[src/rtl/lockstep_commit_checker.sv]
// Lockstep commit checker: buffers commit records from a DUT core and a golden
// model in per-side FIFOs, pops head records in pairs, compares them field by
// field and reports a sticky PASS/FAIL status.
// Optional idle timeout enabled by defining LOCKSTEP_TIMEOUT_EN.

// Per-side record FIFO; head is registered storage, no fall-through.
module lockstep_commit_fifo #(
   parameter int W     = 8,
   parameter int DEPTH = 4
) (
   input  logic         clock,
   input  logic         reset_n,
   input  logic         flush,
   input  logic         push,
   input  logic         pop,
   input  logic [W-1:0] wr_data,
   output logic         full,
   output logic         empty,
   output logic [W-1:0] head
);
   localparam int AW = $clog2(DEPTH);

   logic [AW:0]  wr_ptr;
   logic [AW:0]  rd_ptr;
   logic [W-1:0] mem [DEPTH];

   // Extra pointer MSB distinguishes full from empty when indices match.
   assign empty = (wr_ptr == rd_ptr);
   assign full  = (wr_ptr[AW] != rd_ptr[AW]) && (wr_ptr[AW-1:0] == rd_ptr[AW-1:0]);
   assign head  = mem[rd_ptr[AW-1:0]];

   // Pointer update; flush discards all buffered records.
   always_ff @(posedge clock or negedge reset_n) begin
      if (!reset_n) begin
         wr_ptr <= '0;
         rd_ptr <= '0;
      end else if (flush) begin
         wr_ptr <= '0;
         rd_ptr <= '0;
      end else begin
         if (push) wr_ptr <= wr_ptr + 1'b1;
         if (pop)  rd_ptr <= rd_ptr + 1'b1;
      end
   end

   // Record storage; contents are only meaningful between the pointers.
   always_ff @(posedge clock) begin
      if (push) mem[wr_ptr[AW-1:0]] <= wr_data;
   end
endmodule


[config.mk]
export PLATFORM = sky130hd
export DESIGN_NAME = lockstep_commit_fifo
export DESIGN_NICKNAME = d
export VERILOG_FILES = /design/src/rtl/lockstep_commit_checker.sv
export SDC_FILE = /design/constraint.sdc
export NUM_CORES = 1
export LEC_CHECK = 0
export CORE_AREA = 10 10 66 68
export DETAILED_ROUTE_END_ITERATION = 8
export DIE_AREA = 0 0 76 78
export GPL_ROUTABILITY_DRIVEN = 0
export MAX_ROUTING_LAYER = met4
export PLACE_DENSITY = 0.75
export SYNTH_ARGS = -nofsm -noshare
export SYNTH_HDL_FRONTEND = slang
export SYNTH_SLANG_ARGS = --single-unit
[constraint.sdc]
create_clock -name clock -period 1.8 [get_ports clock]
set_input_delay 0.45 -clock clock [delete_from_list [all_inputs] [get_ports clock]]
set_output_delay 0.45 -clock clock [all_outputs]
set_load 0.1 [all_outputs]
After elaboration in Yosys (flattened, before gate mapping). Memory sizes are Yosys's and may differ from the RTL's. Index checks and enable logic that the tools add are counted.

Memory bits (writable): 32. Register bits: 6. Memory bits (read-only): 0. Memories kept: 1. Bits of input ports: 13. Latch bits: 0. Output and inout bits: 10. Logic and storage cells: 17.

Memories: mem (depth 4, bits a word 8, read ports 1, clocked after memory_dff 0, write ports 1, RTL line 25) `logic [W-1:0] mem [DEPTH];`.

Bitwise logic cells: 0. $lt $le $gt $ge: 0. Multipliers: 0. Reductions and logical operators: 3. Mux-type cells: 6. Shifts and indexed selects: 0. Divide/modulo/power cells: 0. Equality and inequality tests: 3. Add/sub/neg operators: 2.

Operator list (number): 3-bit 2-to-1 mux (4); 3-bit by 1-bit adder with 3-bit output, second input constant (2); 2-bit nonzero test (2); 3-bit == test (1); 2-bit == test (1); 1-bit 2-to-1 mux (2); 1-bit logical AND (1); 1-bit inequality test (1).

Logic depth before layout (Yosys ltp).
Word-level depth: 3. Depth in mapped cells: 4. Mapped depth without buffers: 4.

Worst setup path after synthesis. No wires, ideal clock.

Path type: reg2out. Start: register rd_ptr[1]. End: output empty. Slack: -1.586 ns. Data arrival time: 2.936 ns. Stages on the path, launching flop included: 4. Data required time: 1.350 ns. Buffers on the path: 1. Cells stage by stage: dfrtp_1 -> buf_2 -> xor2_1 -> nor3b_1.

Word-level cells in the longest chain between the ends: 1.

RTL lines: start, declared (RTL line 24) `logic [AW:0] rd_ptr;`; start signal, assigned (RTL line 42) `if (pop) rd_ptr <= rd_ptr + 1'b1;`; 3-bit == test (RTL line 28) `assign empty = (wr_ptr == rd_ptr);`; end, declared (RTL line 18) `output logic empty,`.

Every way passes these cells.

Final worst setup path.
Start: register rd_ptr[0]. End: output head[3].

Word-level cells in the longest chain between the ends: 1.

RTL lines: memory 4 x 8 bit; end, declared (RTL line 19) `output logic [W-1:0] head`.

Every way passes these cells.

==> flow_summary_export.csv <==
group,metric,value,unit
cts,cts-root-buf,"clkbuf_4",
cts,max-clock-path-buffers,2,
cells_and_area,syn_to_final_growth,39.5,%
synthesis,yosys.area_share.xor_xnor,2.84,%
detailed_routing,num_vias,809,
detailed_routing,first_iter_violations,33,
grt,grt_use_total,11.2,%
floorplan,initial_utilization,48.6,%
synthesis,synth.mux.area_fraction,13.0,%
cts,cts_buffers,5,
synthesis,synth_largest_area_cell,"edfxtp_1",
timing,timing_hold_violations_final,0,
cells_and_area,drive_gt1_share,36.5,%
setup_path,crit_end,"head[3]",
cts,cts_tree,"yes",
floorplan,die_w,76,µm
timing,finClkSkew,0.00509,ns
grt,grt_pass1_vias,947,
placed_design,io_buffers,22,
setup_path,startpoint,"rd_ptr[0]$_DFFE_PN0P_",
setup_path,ff2ff_path_depth,4,
setup_path,r2r-end,"mem[2][5]$_DFFE_PP_",
setup_path,worstPathMaxFanout,8,
setup_path,cp_cell_sequence,"buf_12, mux4_2, buf_12",
detailed_routing,wl,2.69,mm
timing,rsz0062_at_grt,"true",
grt,grt_pass1_wl,4.84,mm
setup_path,reg2reg_from,"wr_ptr[0]$_DFFE_PN0P_",
cts,cts_sinks,38,
setup_path,critPathKind,"reg2out",
run,drv_cap,0,
synthesis,yosys.area_share.simple,4.38,%
floorplan,coreArea,3180,µm²
cells_and_area,antenna_cells,0,
timing,worstMarginPinSlew,0.311,ns
synthesis,synth_nets,97,
run_status,violations,"negative setup slack",
floorplan,std_cell_rows,21,
pwr,power_density,1040,nW/µm²
synthesis,synth_flop_cell,"edfxtp_1",
floorplan,io_pins,23,
synthesis,synthCells,79,
placed_design,dpl.hpwl,2.07,mm
synthesis,synth_compound_area_share,1.94,%
cells_and_area,final_nets,132,
setup_path,cp_slowest_stage_delay,0.55,ns
detailed_routing,post_drt_wl_per_cell,16.7,µm
synthesis,async_flop_share,15.8,%
detailed_routing,viasPerCell,5.02,
synthesis,ys_ff_latch,38,
synthesis,syn_area_per_cell,19.5,µm²
setup_path,crit_required,1.35,ns
cts,path_clk_slew,0.11,ns
setup_path,cp.arrival,1.64,ns
min_path,hp-class,"in2async",
cells_and_area,fin_util,67.8,%
synthesis,synth_seq_area_share,72.0,%
detailed_routing,drc,0,
cells_and_area,seq_area,1110,µm²
timing,max_freq,0.478,GHz
synthesis,synthAdderAreaFrac,4.05,%
synthesis,yosys_warnings,0,
setup_path,crit_slowest_cell,"mux4_2",
synthesis,yosysMostFrequentCell,"edfxtp_1",
detailed_routing,first_pass_iters,3,
synthesis,synth.distinct_cells,17,
detailed_routing,final_antenna_net_count,0,
floorplan,die_area,5930,µm²
timing,period_needed,2.09,ns
timing,maxSlewViolCount,0,
cells_and_area,fillers,227,
placed_design,post-place-ws,0.0630,ns
grt,grt_start_max_net_pins,13,
pwr,peakVddDrop,0.608,mV
timing,setup_viol,10,
setup_path,crit_top_cell,"buf_12",
floorplan,die_h,78,µm
timing,slew-limit-headroom,79.3,%
run_status,status,"complete, but fails checks",
pwr,p_leak,0.000782,µW
timing,period_share,116,%
cts,htree_levels,2,
grt,grt-ovfl-total,0,
setup_path,end_kind,"output port",
timing,timing.final.ws_setup,-0.293,ns
timing,finalSetupTns,-2.58,ns
synthesis,synth_area_leaders,"edfxtp_1, mux4_2, dfrtp_1",
synthesis,synth_top_cell_area_share,62.2,%
cts,clk_latency,0.34,ns
setup_path,rrSetupSlack,0.39,ns
grt,antenna_found_initial,0,
synthesis,netlist_area,1540,µm²
cells_and_area,multi_input_area,472,µm²
setup_path,crit_path_start_kind,"register",
synthesis,synth_common_cells,"edfxtp_1, mux4_2, dfrtp_1",
synthesis,synth_top_family_by_area,"multiplexers",
synthesis,synth_enable_flop_cells,32,
[worst max-delay path, delay by kind of cell, from the launching register on]
kind	cells	cell delay, ns
buf+inv	2	0.34
flops	1	0.40
mux	1	0.55
[cells in the final DEF (no fill, tap or decap), drive strengths merged]
master         count
a21bo              2
a21oi              2
and2               4
buf               19
bufinv             1
clkbuf             5
clkdlybuf4s50     12
clkinv             2
dfrtp              6
edfxtp            32
ha                 5
inv                2
mux2i              2
mux4               8
nand3b             2
nor2               4
nor3               1
nor3b              1
xnor2              3
xor2               2
[repair_timing]
action	4_1_cts	5_1_grt
gates cloned	0	0
hold buffers	0	0
pin swaps	1	0
setup endpoints to repair	10	10
gates resized for setup	2	1
endpoints found under the hold margin	0	0
buffers inserted	0	0
[worst min path at each step]
stage / endpoint / from / slack [ns] / cells past startpoint
floorplan: rd_ptr[0]$_DFFE_PN0P_ / reset_n / 0.15 / 0
global placement: rd_ptr[2]$_DFFE_PN0P_ / rd_ptr[2]$_DFFE_PN0P_ / 0.57 / 2
detailed placement: rd_ptr[2]$_DFFE_PN0P_ / rd_ptr[2]$_DFFE_PN0P_ / 0.60 / 2
CTS: rd_ptr[2]$_DFFE_PN0P_ / reset_n / 0.33 / 1
global route: rd_ptr[2]$_DFFE_PN0P_ / reset_n / 0.32 / 1
finish: rd_ptr[2]$_DFFE_PN0P_ / reset_n / 0.34 / 1
[state kept, by name, summed over array words and instances (netlist names)]
signal	count
wr_ptr	3
rd_ptr	3
mem	32
[layer usage]
metal	share of wire [%]	vias to the layer above	track usage, %
met5	0	-	-
li1	-	373	-
met3	6.3	5	4.84
met4	2.6	0	6.63
met2	52	25	18.6
met1	39	406	10.6
[cells by family (layout without fill, tap and decap cells)]
logic type,after synthesis,in the layout
compound gates,4,4
xor+xnor,5,5
fa+ha+maj,5,5
buf+inv,5,41
flops,38,38
mux,10,10
simple gates,12,12
[per-stage QoR]
stage	power (µW)	instances	area, µm²	hold WS, ns
floorplan	1450	79	1600	0.154
global placement	1700	153	2050	0.569
detailed placement	1710	153	2050	0.600
CTS	2270	161	2150	0.334
global route	2340	161	2150	0.320
finish	2240	161	2150	0.340
[where the power goes]
group / leakage (µW) / switching, µW / internal [µW]
registers: 0.000375 / 22.3 / 999
logic: 0.000362 / 396 / 268
clock network: 0.0000450 / 267 / 288
total: 0.000782 / 686 / 1550
[cell type report]
type / instances / share of cell area (%)
flip-flops and latches: 38 / 51.6
multi-input cells: 36 / 21.9
repair buffers: 31 / 19.9
well taps: 46 / 2.67
clock inverters: 3 / 1.86
clock buffers: 5 / 1.74
inverters: 2 / 0.348
No activity file was read; power rests on OpenSTA's default activity.
==> patch (same settings) <==
Change the parameter `W` from 8 to 6.
--- a/src/rtl/lockstep_commit_checker.sv
+++ b/src/rtl/lockstep_commit_checker.sv
@@ -7,3 +7,3 @@
 module lockstep_commit_fifo #(
-   parameter int W     = 8,
+   parameter int W     = 6,
    parameter int DEPTH = 4
Ports: changed (resized head and wr_data); port bits go from 23 to 19. No check against the original RTL was run, so the function may have changed too.
==> patch against the unedited design <==
- the flow still finishes with violations (negative setup slack)
- non-clock buffer count fell by 7
- largest power group unchanged
- fmax grew 3.4%
- synthesized cell count decreased by 13%
- setup slack gained 0.068 ns
- sequential cell count decreased by 8
- first-iteration DRC count increased by 61%
- clock power up 16%
- area after synthesis shrank 18%
- total power is 12% lower
- design area is 18% lower
- routed wire length is 17% lower
==> patch: results (changes against the unedited design) <==
number of global-route vias before repair=773 (was 947); reg-to-reg endpoint=mem[3][2] (was mem[2][5]); clk_lat worst skew=0.32 ns (was 0.34 ns); DRC violation total after the first TritonRoute iteration=53 (was 33); crit-path max FO=3 (was 8); max reg flops=24 (was 32); Syn Nets=85 (was 97); average size of a mapped cell=18.2 sq um (was 19.5 sq um); layout cell share with drive strength beyond 1=35.7% (was 36.5%); reg2reg path depth=2 (was 4); Min-Delay Path Class=in2async (unchanged); Place WS=0.106 ns (was 0.0630 ns); Post-DP HPWL=1.71 mm (was 2.07 mm); Vias/cell=4.60 (was 5.02); P_leak=0.649 nW (was 0.782 nW); Layout Cells excl Fill=144 (was 161); VDD IR max=0.350 mV (was 0.608 mV); asr flop ratio synth=20.0% (was 15.8%); global-route wire length before repair=3.71 mm (was 4.84 mm); synth cell count leaders=24 x edfxtp_1, 6 x dfrtp_1, 6 x mux4_2, 5 x ha_1 (was 32 x edfxtp_1, 8 x mux4_2, 6 x dfrtp_1, 5 x ha_1); Total Nets Final=113 (was 132); setup violators final=8 (was 10); port bufs=18 (was 22); EDFF count, synth=24 (was 32); setup ws final=-0.225 ns (was -0.293 ns); Area contributors post-synth=edfxtp_1 57%, dfrtp_1 12%, mux4_2 11%, ha_1 5.0%, xnor2_1 2.1% (was edfxtp_1 62%, mux4_2 12%, dfrtp_1 9.7%, ha_1 4.1%, xnor2_1 1.7%); largest net degree at the start of global routing=11 (was 13); status=finished with violations (unchanged); WL/cell=15.5 um (was 16.7 um); synth unique cells=17 (unchanged); Cells after DPL=134 (was 153); Clock Tree Buf Depth=2 (unchanged); first drt pass iteration count=4 (was 3); sequential area share after synthesis=69.2% (was 72.0%); root buffer cell=clkbuf_4 (unchanged); failing checks=negative setup slack (unchanged); sw power=0.000555 W (was 0.000686 W); worst path arrival time=1.57 ns (was 1.64 ns); Reg2Reg Setup Slack=0.32 ns (was 0.39 ns); Tightest Pin Transition=0.366 ns (was 0.311 ns); Clock Skew=0.00300 ns (was 0.00509 ns); # diodes=0 (unchanged); Worst-path clk slew=0.09 ns (was 0.11 ns); overall routing resource usage=8.42% (was 11.2%)
## patch: repair_timing
item / CTS / global route
hold buffers: 0 / 0
setup endpoints to repair: 8 / 8
pin swaps: 1 / 0
resized for setup: 2 / 0
setup buffers: 2 / 0
## patch: cell families (layout without fill, tap and decap cells)
| group | Yosys count | in the layout | share of synthesized area (%) |
|---|---|---|---|
| flip-flops | 30 | 30 | 69.2 |
| AO/OA/AOI/OAI | 4 | 4 | 2.39 |
| multiplexers | 8 | 8 | 12.3 |
| adder cells (fa/ha/maj) | 5 | 5 | 4.97 |
| AND/OR/NAND/NOR | 12 | 12 | 5.37 |
| XOR/XNOR | 5 | 5 | 3.48 |
| buffers and inverters | 5 | 34 | 2.29 |
## patch: metal layers
layer / global-route usage (%) / share of wire, % / routed length (um) / up-vias
li1: - / - / - / 311
met5: - / 0 / 0 / -
met2: 14.3 / 54 / 1210 / 17
met3: 2.65 / 3.3 / 74 / 5
met1: 8.52 / 40 / 896 / 330
met4: 4.55 / 2.1 / 46 / 0
## patch: worst max-delay path, cell delays in order (launching register included)
cell     delay [ns]
dfrtp_1        0.38
buf_4          0.15
mux4_2         0.54
buf_12         0.19
## patch: worst max-delay path by stage
stage / startpoint / to / slack, ns / depth (start not counted)
final: rd_ptr[0] / head[0] / -0.22 / 3
after global routing: rd_ptr[0] / head[2] / -0.29 / 3
after CTS: rd_ptr[0] / head[5] / -0.24 / 3
after detailed placement: rd_ptr[1] / empty / 0.11 / 3
after global placement: rd_ptr[1] / empty / 0.13 / 3
after floorplan: rd_ptr[0] / empty / -0.24 / 3
## patch: cell type report
type,count,area [sq um]
fill,245,1420
tap,46,57.6
timing repair buffer,24,305
inverter,2,7.51
sequential,30,872
multi-input combinational,34,415
clock inverter,3,63.8
clock buffer,5,37.5
## patch: power by group through the flow
stage | Sequential [W] | Combinational (W) | Clock [W]
2_1_floorplan | 0.000815 | 0.000340 | 0
3_3_place_gp | 0.000824 | 0.000513 | 0
3_5_place_dp | 0.000827 | 0.000523 | 0
4_1_cts | 0.000808 | 0.000534 | 0.000653
5_1_grt | 0.000812 | 0.000548 | 0.000694
6_report | 0.000808 | 0.000526 | 0.000642
## patch: metrics by stage
step	instance area, sq um	setup TNS [ns]	hold slack [ns]	total power (W)
detailed placement	1630	0	0.585	0.00135
global route	1760	-2.12	0.363	0.00205
global placement	1630	0	0.561	0.00134
finish	1760	-1.58	0.365	0.00198
CTS	1760	-1.74	0.365	0.00200
floorplan	1310	-0.433	0.154	0.00115
